--- config.mk ---
export PLATFORM = sky130hd
export DESIGN_NAME = alu_issue_ctrl
export DESIGN_NICKNAME = d
export VERILOG_FILES = /design/src/rtl/fusion_alu_pkg.sv /design/src/rtl/alu_issue_stage.sv /design/src/rtl/alu_issue_ctrl.sv
export SDC_FILE = /design/constraint.sdc
export NUM_CORES = 1
export LEC_CHECK = 0
export BUFFER_PORTS_ARGS = -buffer_cell sky130_fd_sc_hd__clkbuf_2
export CORE_ASPECT_RATIO = 0.75
export CORE_MARGIN = 10
export CORE_UTILIZATION = 40
export CTS_CLUSTER_DIAMETER = 80
export DETAILED_ROUTE_END_ITERATION = 8
export PLACE_DENSITY_LB_ADDON = 0.3
export SYNTH_ARGS = -nofsm -noshare
export SYNTH_HDL_FRONTEND = slang
export SYNTH_SLANG_ARGS = --single-unit
--- constraint.sdc ---
create_clock -name clk -period 2 [get_ports clk]
set_input_delay 0.2 -clock clk [delete_from_list [all_inputs] [get_ports clk]]
set_output_delay 0.2 -clock clk [all_outputs]
set_load 0.01 [all_outputs]
--- src/rtl/fusion_alu_pkg.sv ---
// fusion_alu_pkg: shared ALU opcode map, flag bit positions and opcode class helpers.
package fusion_alu_pkg;
   localparam int XLEN = 32;
   localparam logic [4:0] OP_NOP = 5'd0, OP_AND = 5'd1, OP_OR = 5'd2, OP_XOR = 5'd3, OP_NOT = 5'd4;
   localparam logic [4:0] OP_SLL = 5'd5, OP_SRL = 5'd6, OP_SRA = 5'd7, OP_ROL = 5'd8, OP_SLT = 5'd9;
   localparam logic [4:0] OP_ADD = 5'd16, OP_SUB = 5'd17, OP_INC = 5'd18, OP_DEC = 5'd19;
   localparam int FLG_CARRY = 3, FLG_OVF = 2, FLG_PAR = 1, FLG_NEG = 0;
   function automatic logic is_reserved(input logic [4:0] op);
      return (op >= 5'd10 && op <= 5'd15) || op >= 5'd20;
   endfunction
   function automatic logic is_arith(input logic [4:0] op);
      return op >= OP_ADD && op <= OP_DEC;
   endfunction
endpackage

--- src/rtl/alu_issue_stage.sv ---
// alu_issue_stage: valid/ready pipeline register; payload only loads with a valid entry.
module alu_issue_stage #(
   parameter int W = 8
) (
   input  logic         clk,
   input  logic         rst,
   input  logic         en_i,
   input  logic         valid_i,
   input  logic [W-1:0] data_i,
   output logic         valid_o,
   output logic [W-1:0] data_o
);
   logic         valid_q, valid_d;
   logic [W-1:0] data_q, data_d;
   always_comb begin
      valid_d = en_i ? valid_i : valid_q;
      data_d  = (en_i && valid_i) ? data_i : data_q;
   end
   always_ff @(posedge clk) begin
      if (rst) begin
         valid_q <= 1'b0;
         data_q  <= '0;
      end else begin
         valid_q <= valid_d;
         data_q  <= data_d;
      end
   end
   assign valid_o = valid_q;
   assign data_o  = data_q;
endmodule

--- src/rtl/alu_issue_ctrl.sv ---
// alu_issue_ctrl: two-stage ALU issue/capture pipeline with writeback handshake and sticky flags.
// Define ALU_ISSUE_PERF_EN to add the perf_retired/perf_stall counters.
module alu_issue_ctrl #(
   parameter int XLEN = 32,
   parameter int OPW  = 5,
   parameter int RDW  = 5
) (
   input  logic            clk,
   input  logic            rst,
   input  logic            in_valid,
   output logic            in_ready,
   input  logic [OPW-1:0]  in_opcode,
   input  logic [RDW-1:0]  in_rd,
   input  logic [XLEN-1:0] in_a,
   input  logic [XLEN-1:0] in_b,
   output logic [XLEN-1:0] alu_op_a,
   output logic [XLEN-1:0] alu_op_b,
   output logic [OPW-1:0]  alu_op_code,
   input  logic [XLEN-1:0] alu_out,
   input  logic [3:0]      alu_flags,
   output logic            wb_valid,
   input  logic            wb_ready,
   output logic [RDW-1:0]  wb_rd,
   output logic [XLEN-1:0] wb_data,
   output logic            wb_err,
   output logic [3:0]      status_flags
`ifdef ALU_ISSUE_PERF_EN
   ,
   output logic [31:0]     perf_retired,
   output logic [31:0]     perf_stall
`endif
);
   import fusion_alu_pkg::*;
   localparam int S1W = OPW + RDW + 2 * XLEN;
   localparam int S2W = RDW + XLEN + 1;
   logic           s1_valid, adv1, adv2, cap_valid, err;
   logic [RDW-1:0] s1_rd;
   logic [S1W-1:0] s1_data;
   logic [S2W-1:0] s2_data;
   logic [3:0]     status_q, status_d;
   assign adv2      = !wb_valid || wb_ready;
   assign adv1      = !s1_valid || adv2;
   assign in_ready  = adv1;
   assign {alu_op_code, s1_rd, alu_op_a, alu_op_b} = s1_data;
   assign err       = is_reserved(alu_op_code);
   // NOPs retire silently: they advance out of stage 1 but leave a bubble in stage 2
   assign cap_valid = s1_valid && alu_op_code != '0;
   alu_issue_stage #(.W(S1W)) u_issue (
      .clk(clk), .rst(rst), .en_i(adv1), .valid_i(in_valid),
      .data_i({in_opcode, in_rd, in_a, in_b}), .valid_o(s1_valid), .data_o(s1_data)
   );
   alu_issue_stage #(.W(S2W)) u_capture (
      .clk(clk), .rst(rst), .en_i(adv2), .valid_i(cap_valid),
      .data_i({s1_rd, err ? '0 : alu_out, err}), .valid_o(wb_valid), .data_o(s2_data)
   );
   assign {wb_rd, wb_data, wb_err} = s2_data;
   always_comb begin
      status_d = (s1_valid && adv2 && is_arith(alu_op_code)) ? alu_flags : status_q;
   end
   always_ff @(posedge clk) begin
      if (rst) status_q <= '0;
      else status_q <= status_d;
   end
   assign status_flags = status_q;
`ifdef ALU_ISSUE_PERF_EN
   logic [31:0] retired_q, retired_d, stall_q, stall_d;
   always_comb begin
      retired_d = retired_q + {31'd0, wb_valid && wb_ready};
      stall_d   = stall_q + {31'd0, in_valid && !in_ready};
   end
   always_ff @(posedge clk) begin
      if (rst) begin
         retired_q <= '0;
         stall_q   <= '0;
      end else begin
         retired_q <= retired_d;
         stall_q   <= stall_d;
      end
   end
   assign perf_retired = retired_q;
   assign perf_stall   = stall_q;
`endif
endmodule

**Word level (Yosys, flattened, before mapping)**

Cells that the tools add are included.

- Add/subtract/negate cells: 0
- Multiply operators: 0
- Divide/modulo/power cells: 0
- Order comparisons: 5
- Equality and inequality tests: 0
- Shift operators: 0
- Multiplexer cells: 1
- Bitwise logic cells: 0
- Reductions and logical operators: 13

Operator list:

| cell | number |
|---|---|
| $mux 32 | 1 |
| $ge 5x5->1 const B | 2 |
| $logic_and 1x1->1 | 7 |
| $ge 5x4->1 const B | 1 |
| $le 5x4->1 const B | 1 |
| $le 5x5->1 const B | 1 |
| $reduce_bool 5->1 | 1 |
| $logic_or 1x1->1 | 3 |
| $logic_not 1->1 | 2 |

- Register bits after elaboration: 118
- Bits in latches: 0
- Memory bits (writable): 0
- ROM bits: 0
- Bits of input ports: 114
- Output and inout port bits: 113
- Word-level logic and storage cells: 24
- Memories kept: 0

**Longest topological paths before layout**

Gate-level depths: netlist (run 1).

- Depth after elaboration: 4
- Mapped depth: 7
- Gate-level depth less buffers: 4

**Hierarchy**

Synthesis (run 1) repeated with hierarchy kept, for this count alone.

- Cells, all modules: 579
- Area, all modules: 6053.3 sq um

Modules (own cells, without submodules):

| module | instances | cells each | area an instance (sq um) | sequential area each (sq um) |
|---|---|---|---|---|
| alu_issue_stage at u_issue | 1 | 341 | 3419.5 | 1501.4 |
| alu_issue_stage at u_capture | 1 | 177 | 2158.3 | 780.7 |
| alu_issue_ctrl | 1 | 61 | 475.5 | 80.1 |

**Worst setup path before layout (run 1)**

OpenSTA, ideal clock, no wires.

- Kind: flip-flop to flip-flop
- Start: register u_capture.valid_q, in the netlist u_capture.valid_o
- End: register u_capture.data_q[0], in the netlist u_capture.data_o[0]
- Setup time: 0.123 ns
- Arrival time: 1.403 ns
- Required time: 1.877 ns
- Setup slack: 0.473 ns
- Cell stages (with the launch flop): 6
- Path buffers: 2
- Period minus slack after synthesis: 1.527 ns
- Path through: dfxtp_1 > or2b_2 > buf_2 > o311a_1 > buf_2 > mux2_1

- Longest elaborated chain between the ends: 3

Ends and longest elaborated chain:

| element | RTL line | RTL |
|---|---|---|
| from (decl) | alu_issue_stage.sv:13 | `logic valid_q, valid_d;` |
| from (signal assigned) | alu_issue_stage.sv:24 | `valid_q <= valid_d;` |
| $logic_not 1->1 | alu_issue_ctrl.sv:41 | `assign adv2 = !wb_valid \|\| wb_ready;` |
| $logic_or 1x1->1 | alu_issue_ctrl.sv:41 |  |
| $logic_and 1x1->1 | alu_issue_stage.sv:17 | `data_d = (en_i && valid_i) ? data_i : data_q;` |
| to (signal assigned) | alu_issue_stage.sv:25 | `data_q <= data_d;` |
| to (decl) | alu_issue_stage.sv:14 | `logic [W-1:0] data_q, data_d;` |

No other way between the ends.
A chain may end at the register's enable or synchronous reset.

**Final worst setup path (run 1)**

- Start: register u_issue.valid_q, in the netlist u_issue.valid_o
- End: output in_ready

- Longest elaborated chain between the ends: 2

Ends and longest elaborated chain:

| element | RTL line | RTL |
|---|---|---|
| from (decl) | alu_issue_stage.sv:13 |  |
| from (signal assigned) | alu_issue_stage.sv:24 |  |
| $logic_not 1->1 | alu_issue_ctrl.sv:42 | `assign adv1 = !s1_valid \|\| adv2;` |
| $logic_or 1x1->1 | alu_issue_ctrl.sv:42 |  |
| to (decl) | alu_issue_ctrl.sv:11 | `output logic in_ready,` |

No other way between the ends.

==> results of run 1 <==
-- kinds of logic after synthesis --
group,after synthesis,share of synthesized area (%)
compound gates,193,18.3
simple gates,162,16.9
buf+inv,133,14.7
flops,118,43.1
mux,38,6.97
-- power by group --
group	internal, mW	switching (mW)	leakage (nW)
combinational	0.320	0.392	1.88
clock	1.89	1.04	0.281
sequential	2.47	0.0676	0.968
total	4.68	1.50	3.13
-- cell usage after synthesis --
cell	n
nor3_1	2
a21oi_1	81
buf_4	69
nor2b_1	34
dfxtp_1	118
or2b_2	1
nand2b_1	42
or3b_2	1
nand4_1	4
buf_8	3
nand3_1	74
mux2_1	1
or2_1	2
clkbuf_1	44
o311ai_4	1
o21ai_0	106
nor3b_1	1
buf_2	9
o311a_1	1
inv_1	3
mux2i_1	37
buf_1	5
and3b_1	1
o31ai_1	4
-- per-stage QoR --
step	util, %	cell area (um2)
2_1_floorplan	-	5480
3_3_place_gp	47.1	6220
3_5_place_dp	47.1	6220
4_1_cts	51.4	6790
5_1_grt	51.4	6790
6_report	51.4	6790
-- area by class of cell --
cell class | count | area, um2
clock inverters | 9 | 101
multi-input cells | 393 | 2320
fillers | 1284 | 6410
clock buffers | 23 | 468
repair buffers | 241 | 1310
well taps | 171 | 214
flip-flops and latches | 118 | 2360
inverters | 3 | 11.3
-- registers in the layout (all words and copies together) (netlist names) --
signal,cells
u_issue.valid_o,1
u_issue.data_o,74
u_capture.data_o,38
status_flags,4
u_capture.valid_o,1
-- worst min path at each step --
stage                          to  startpoint  cells after the start
6_report       u_issue.data_o[22]    in_b[22]                      3
5_1_grt        u_issue.data_o[34]     in_a[2]                      3
4_1_cts        u_issue.data_o[15]    in_b[15]                      3
3_5_place_dp   u_issue.data_o[55]    in_a[23]                      3
3_3_place_gp   u_issue.data_o[45]    in_a[13]                      3
2_1_floorplan   u_issue.data_o[0]     in_b[0]                      2
-- per-layer routing --
metal | up-vias | routed length (um) | track usage, %
li1 | 2410 | - | -
met5 | - | 0 | 0
met4 | 0 | 365 | 7.01
met3 | 27 | 1370 | 7.01
met2 | 169 | 7990 | 27.5
met1 | 2292 | 6500 | 18.7
-- worst max-delay path, cell delays in order (launching register included) --
cell,delay (ps)
dfxtp_1,400
and3b_2,280
inv_2,60
buf_4,310
clkbuf_2,210
==> metrics.yaml, run 1 <==
outcome: "complete, no violations"
synth_top_area_share_pct: 43.1
peakVddDrop_v: 0.000598
initial_core_util_pct: 41.5
grt_pass1_wl_mm: 25.8
ctsResizeCount: 0
die_h_um: 121
synth_nets: 758
cts.sinks: 118
cp-start-kind: "flip-flop"
antenna_cells: 0
wl_per_cell_um: 16.9
worst_hold_slack_ps: 42.6
finalMaxSlewViolations: 0
final_common_cell: "clkbuf_2"
syn_to_final_growth_pct: 23.9
postCtsSetupBuffers: 0
stdcell_count: 958
cts_max_level: 4
tightest_slew_ps: 613
crit_path_end_kind: "primary output"
gp_congestion: 0.757
vias: 4898
placed_cells: 926
ys_types: 24
drtIter0Drc: 274
setup_viol: 0
netlist_area_um2: 5480
gr-total-overflow: 0
clock_path_buffers: 2
clk_pin_slew_ps: 50
leakage_nw: 3.13
track_usage_pct: 16.7
fin_skew_ps: 13.9
portBuffers: 226
final_cell_mix: "clkbuf_2 (225), dfxtp_1 (118), o21ai_0 (106)"
r2r_start: "u_issue.data_o[71]"
final_antenna_net_count: 0
nets: 888
synth_area_leader_cell: "dfxtp_1"
hp-class: "input pin to flip-flop"
insertion_delay_ps: 410
finalHoldViolCount: 0
drt_wl_total_mm: 16.2
ios: 227
cp_max_fo: 32
grt_start_max_net_pins: 58
finalCritPeriodShare_pct: 93.2
die-area_um2: 18800
cts_tree: "done"
synth_area_leaders: "dfxtp_1 (43%), o21ai_0 (9.7%), buf_4 (9.5%)"
cts_buffers: 17
path_class: "flip-flop to primary output"
dp_slack_ps: 392
rows: 36
core_area_um2: 13200
max_freq_mhz: 536
finalWorstSetupSlack_ps: 136
r2r_cells: 3
grt_pass1_vias: 5025
power_mw: 6.18
synth-seq-cells: 118
power_density_nw_per_um2: 911
rsz0062_at_grt: "no"
drc_errors: 0
ys_warn_count: 0
setup_tns_ps: 0
seq_area_frac_synth_pct: 43.1
drv_cap: 0
drive_above_1_share_pct: 35.2
finalCriticalPeriod_ps: 1860
dr.pass1.iters: 6
hold_buffers: 0
antenna_found_initial: 0
reg2reg_slack_ps: 370
root_buffer: "clkbuf_16"
detailed_place_hpwl_mm: 11.7
required_ps: 1800
crit_end: "in_ready"
synth_area_per_cell_um2: 8.50
viasPerCell: 5.11
relSlewSlack_pct: 59.0
crit_start: "u_issue.valid_o"
synth_cells: 644
die_w_um: 155
r2r-end: "u_capture.data_o[0]"
arrival_ps: 1660
No activity file was read; power rests on OpenSTA's default activity.
==> run 2: changes to the inputs <==
PLACE_DENSITY = 0.68   (was unset)
PLACE_DENSITY_LB_ADDON = unset   (was 0.3)
==> metrics.yaml, run 2 (synthesis results as in run 1) <==
portBuffers: 226  # unchanged
gp_congestion: 0.780  # +2.9%
clock_path_buffers: 2  # unchanged
r2r_start: "u_issue.data_o[71]"
viasPerCell: 4.92  # -3.8%
r2r-end: "u_capture.data_o[0]"
drtIter0Drc: 284  # +3.6%
root_buffer: "clkbuf_16"
hp-class: "input pin to flip-flop"
finalHoldViolCount: 0  # unchanged
grt_start_max_net_pins: 85  # +47%
finalCriticalPeriod_ps: 1650  # -214 ps
dr.pass1.iters: 4  # -2
path_class: "flip-flop to primary output"
die-area_um2: 18800  # unchanged
power_density_nw_per_um2: 919  # +0.90%
nets: 884  # -0.45%
r2r_cells: 3  # unchanged
cp_cell_sequence: "and3b_2 > inv_2 > clkbuf_2"
relSlewSlack_pct: 49.5  # -9.5 points
drc_errors: 0  # unchanged
max_freq_mhz: 606  # +13%
antenna_found_initial: 0  # unchanged
clk_pin_slew_ps: 60  # about the same
wl_per_cell_um: 16.8  # -0.97%
whs_path_depth: 3  # unchanged
insertion_delay_ps: 400  # about the same
placed_area_um2: 6200  # -0.28%
outcome: "complete, no violations"
required_ps: 1800  # about the same
vias: 4692  # -4.2%
drt_wl_total_mm: 16.0  # -1.4%
ctsResizeCount: 0  # unchanged
gr-total-overflow: 0  # unchanged
largest_reg_flops: 74  # unchanged
arrival_ps: 1450  # -210 ps
fin_skew_ps: 11.2  # -2.64 ps
setup_tns_ps: 0  # unchanged
cp_max_fo: 16  # -50%
finalMaxSlewViolations: 0  # unchanged
final_common_cell: "clkbuf_2"
rows: 36  # unchanged
design_area_um2: 6790  # about the same
hold_buffers: 0  # unchanged
drv_cap: 0  # unchanged
core_area_um2: 13200  # unchanged
worstHoldEndpoint: "u_issue.data_o[51]"
cts_max_level: 4  # unchanged
die_w_um: 155  # unchanged
reg2reg_slack_ps: 390  # +20 ps
slowest_stage: "dfxtp_1"
min_from: "in_a[19]"
cts_tree: "done"
grt_pass1_vias: 4602  # -8.4%
antenna_cells: 0  # unchanged
final_cell_mix: "clkbuf_2 (225), dfxtp_1 (118), o21ai_0 (106)"
die_h_um: 121  # unchanged
crit_path_end_kind: "primary output"
syn_to_final_growth_pct: 24.0  # about the same
cts.sinks: 118  # unchanged
rsz0062_at_grt: "no"
max_stage_delay_ps: 320  # -80 ps
postCtsSetupBuffers: 0  # unchanged
track_usage_pct: 16.0  # -0.69 points
cp-start-kind: "flip-flop"
grt_pass1_wl_mm: 24.9  # -3.3%
tightest_slew_ps: 757  # +144 ps
ios: 227  # unchanged
leakage_nw: 3.12  # -0.51%
initial_core_util_pct: 41.5  # unchanged
peakVddDrop_v: 0.000588  # -1.8%
setup_viol: 0  # unchanged
final_antenna_net_count: 0  # unchanged
detailed_place_hpwl_mm: 10.9  # -6.5%
finalCritPeriodShare_pct: 82.5  # -11 points
drive_above_1_share_pct: 35.4  # +0.18 points
cts_buffers: 17  # unchanged
num-fill-cells: 1300  # +1.2%
-- run 2: cell types whose count changed in the layout (fill, tap and decap cells not counted) --
| cell | change |
|---|---|
| buf_4 | -5 |
| clkinvlp_4 | +3 |
| clkbuf_1 | -4 |
| inv_6 | +2 |
| clkinv_2 | -3 |
| clkbuf_8 | -1 |
| buf_12 | +1 |
| clkinv_4 | +3 |
-- run 2: per-layer routing --
metal | part of all wire, % | track usage, %
met5 | 0 | 0
met4 | 0.81 | 5.18
met3 | 6.8 | 5.53
met2 | 49 | 25.9
met1 | 43 | 19.5
-- run 2: area by class of cell --
cell class / instances / area, um2 / area share, %
multi-input combinational: 393 / 2320 / 34.2
clock inverter: 14 / 153 / 2.25
sequential: 118 / 2360 / 34.8
inverter: 3 / 11.3 / 0.166
tap: 171 / 214 / 3.15
timing repair buffer: 237 / 1290 / 19.0
clock buffer: 18 / 439 / 6.47
-- run 2: worst max-delay path by stage --
stage	from	end
6_report	u_capture.valid_o	in_ready
5_1_grt	u_capture.valid_o	in_ready
4_1_cts	u_capture.valid_o	in_ready
3_5_place_dp	u_issue.data_o[71]	u_capture.data_o[0]
3_3_place_gp	u_issue.data_o[71]	u_capture.data_o[0]
2_1_floorplan	u_capture.valid_o	u_capture.data_o[0]
-- run 2: critical path, delay by kind of cell, from the launching register on --
kind,cells,cell delay (ps)
flops,1,320
buf+inv,2,490
simple gates,1,250
-- run 2: per-stage QoR --
stage / setup slack (ps) / total power, mW / hold slack (ps) / std cells / utilization, %
floorplan: 473 / 3.07 / 364 / 644 / -
global placement: 427 / 3.29 / 451 / 922 / 47.0
detailed placement: 382 / 3.30 / 459 / 922 / 47.0
CTS: 307 / 6.34 / 20.0 / 954 / 51.5
global route: 272 / 6.53 / 36.4 / 954 / 51.5
finish: 350 / 6.24 / 40.8 / 954 / 51.5
-- run 2: power by group --
group | total (mW) | switching (mW) | leakage, nW | internal (mW)
clock | 3.00 | 1.12 | 0.279 | 1.88
sequential | 2.53 | 0.0602 | 0.968 | 2.47
combinational | 0.708 | 0.392 | 1.87 | 0.316
total | 6.24 | 1.57 | 3.12 | 4.66
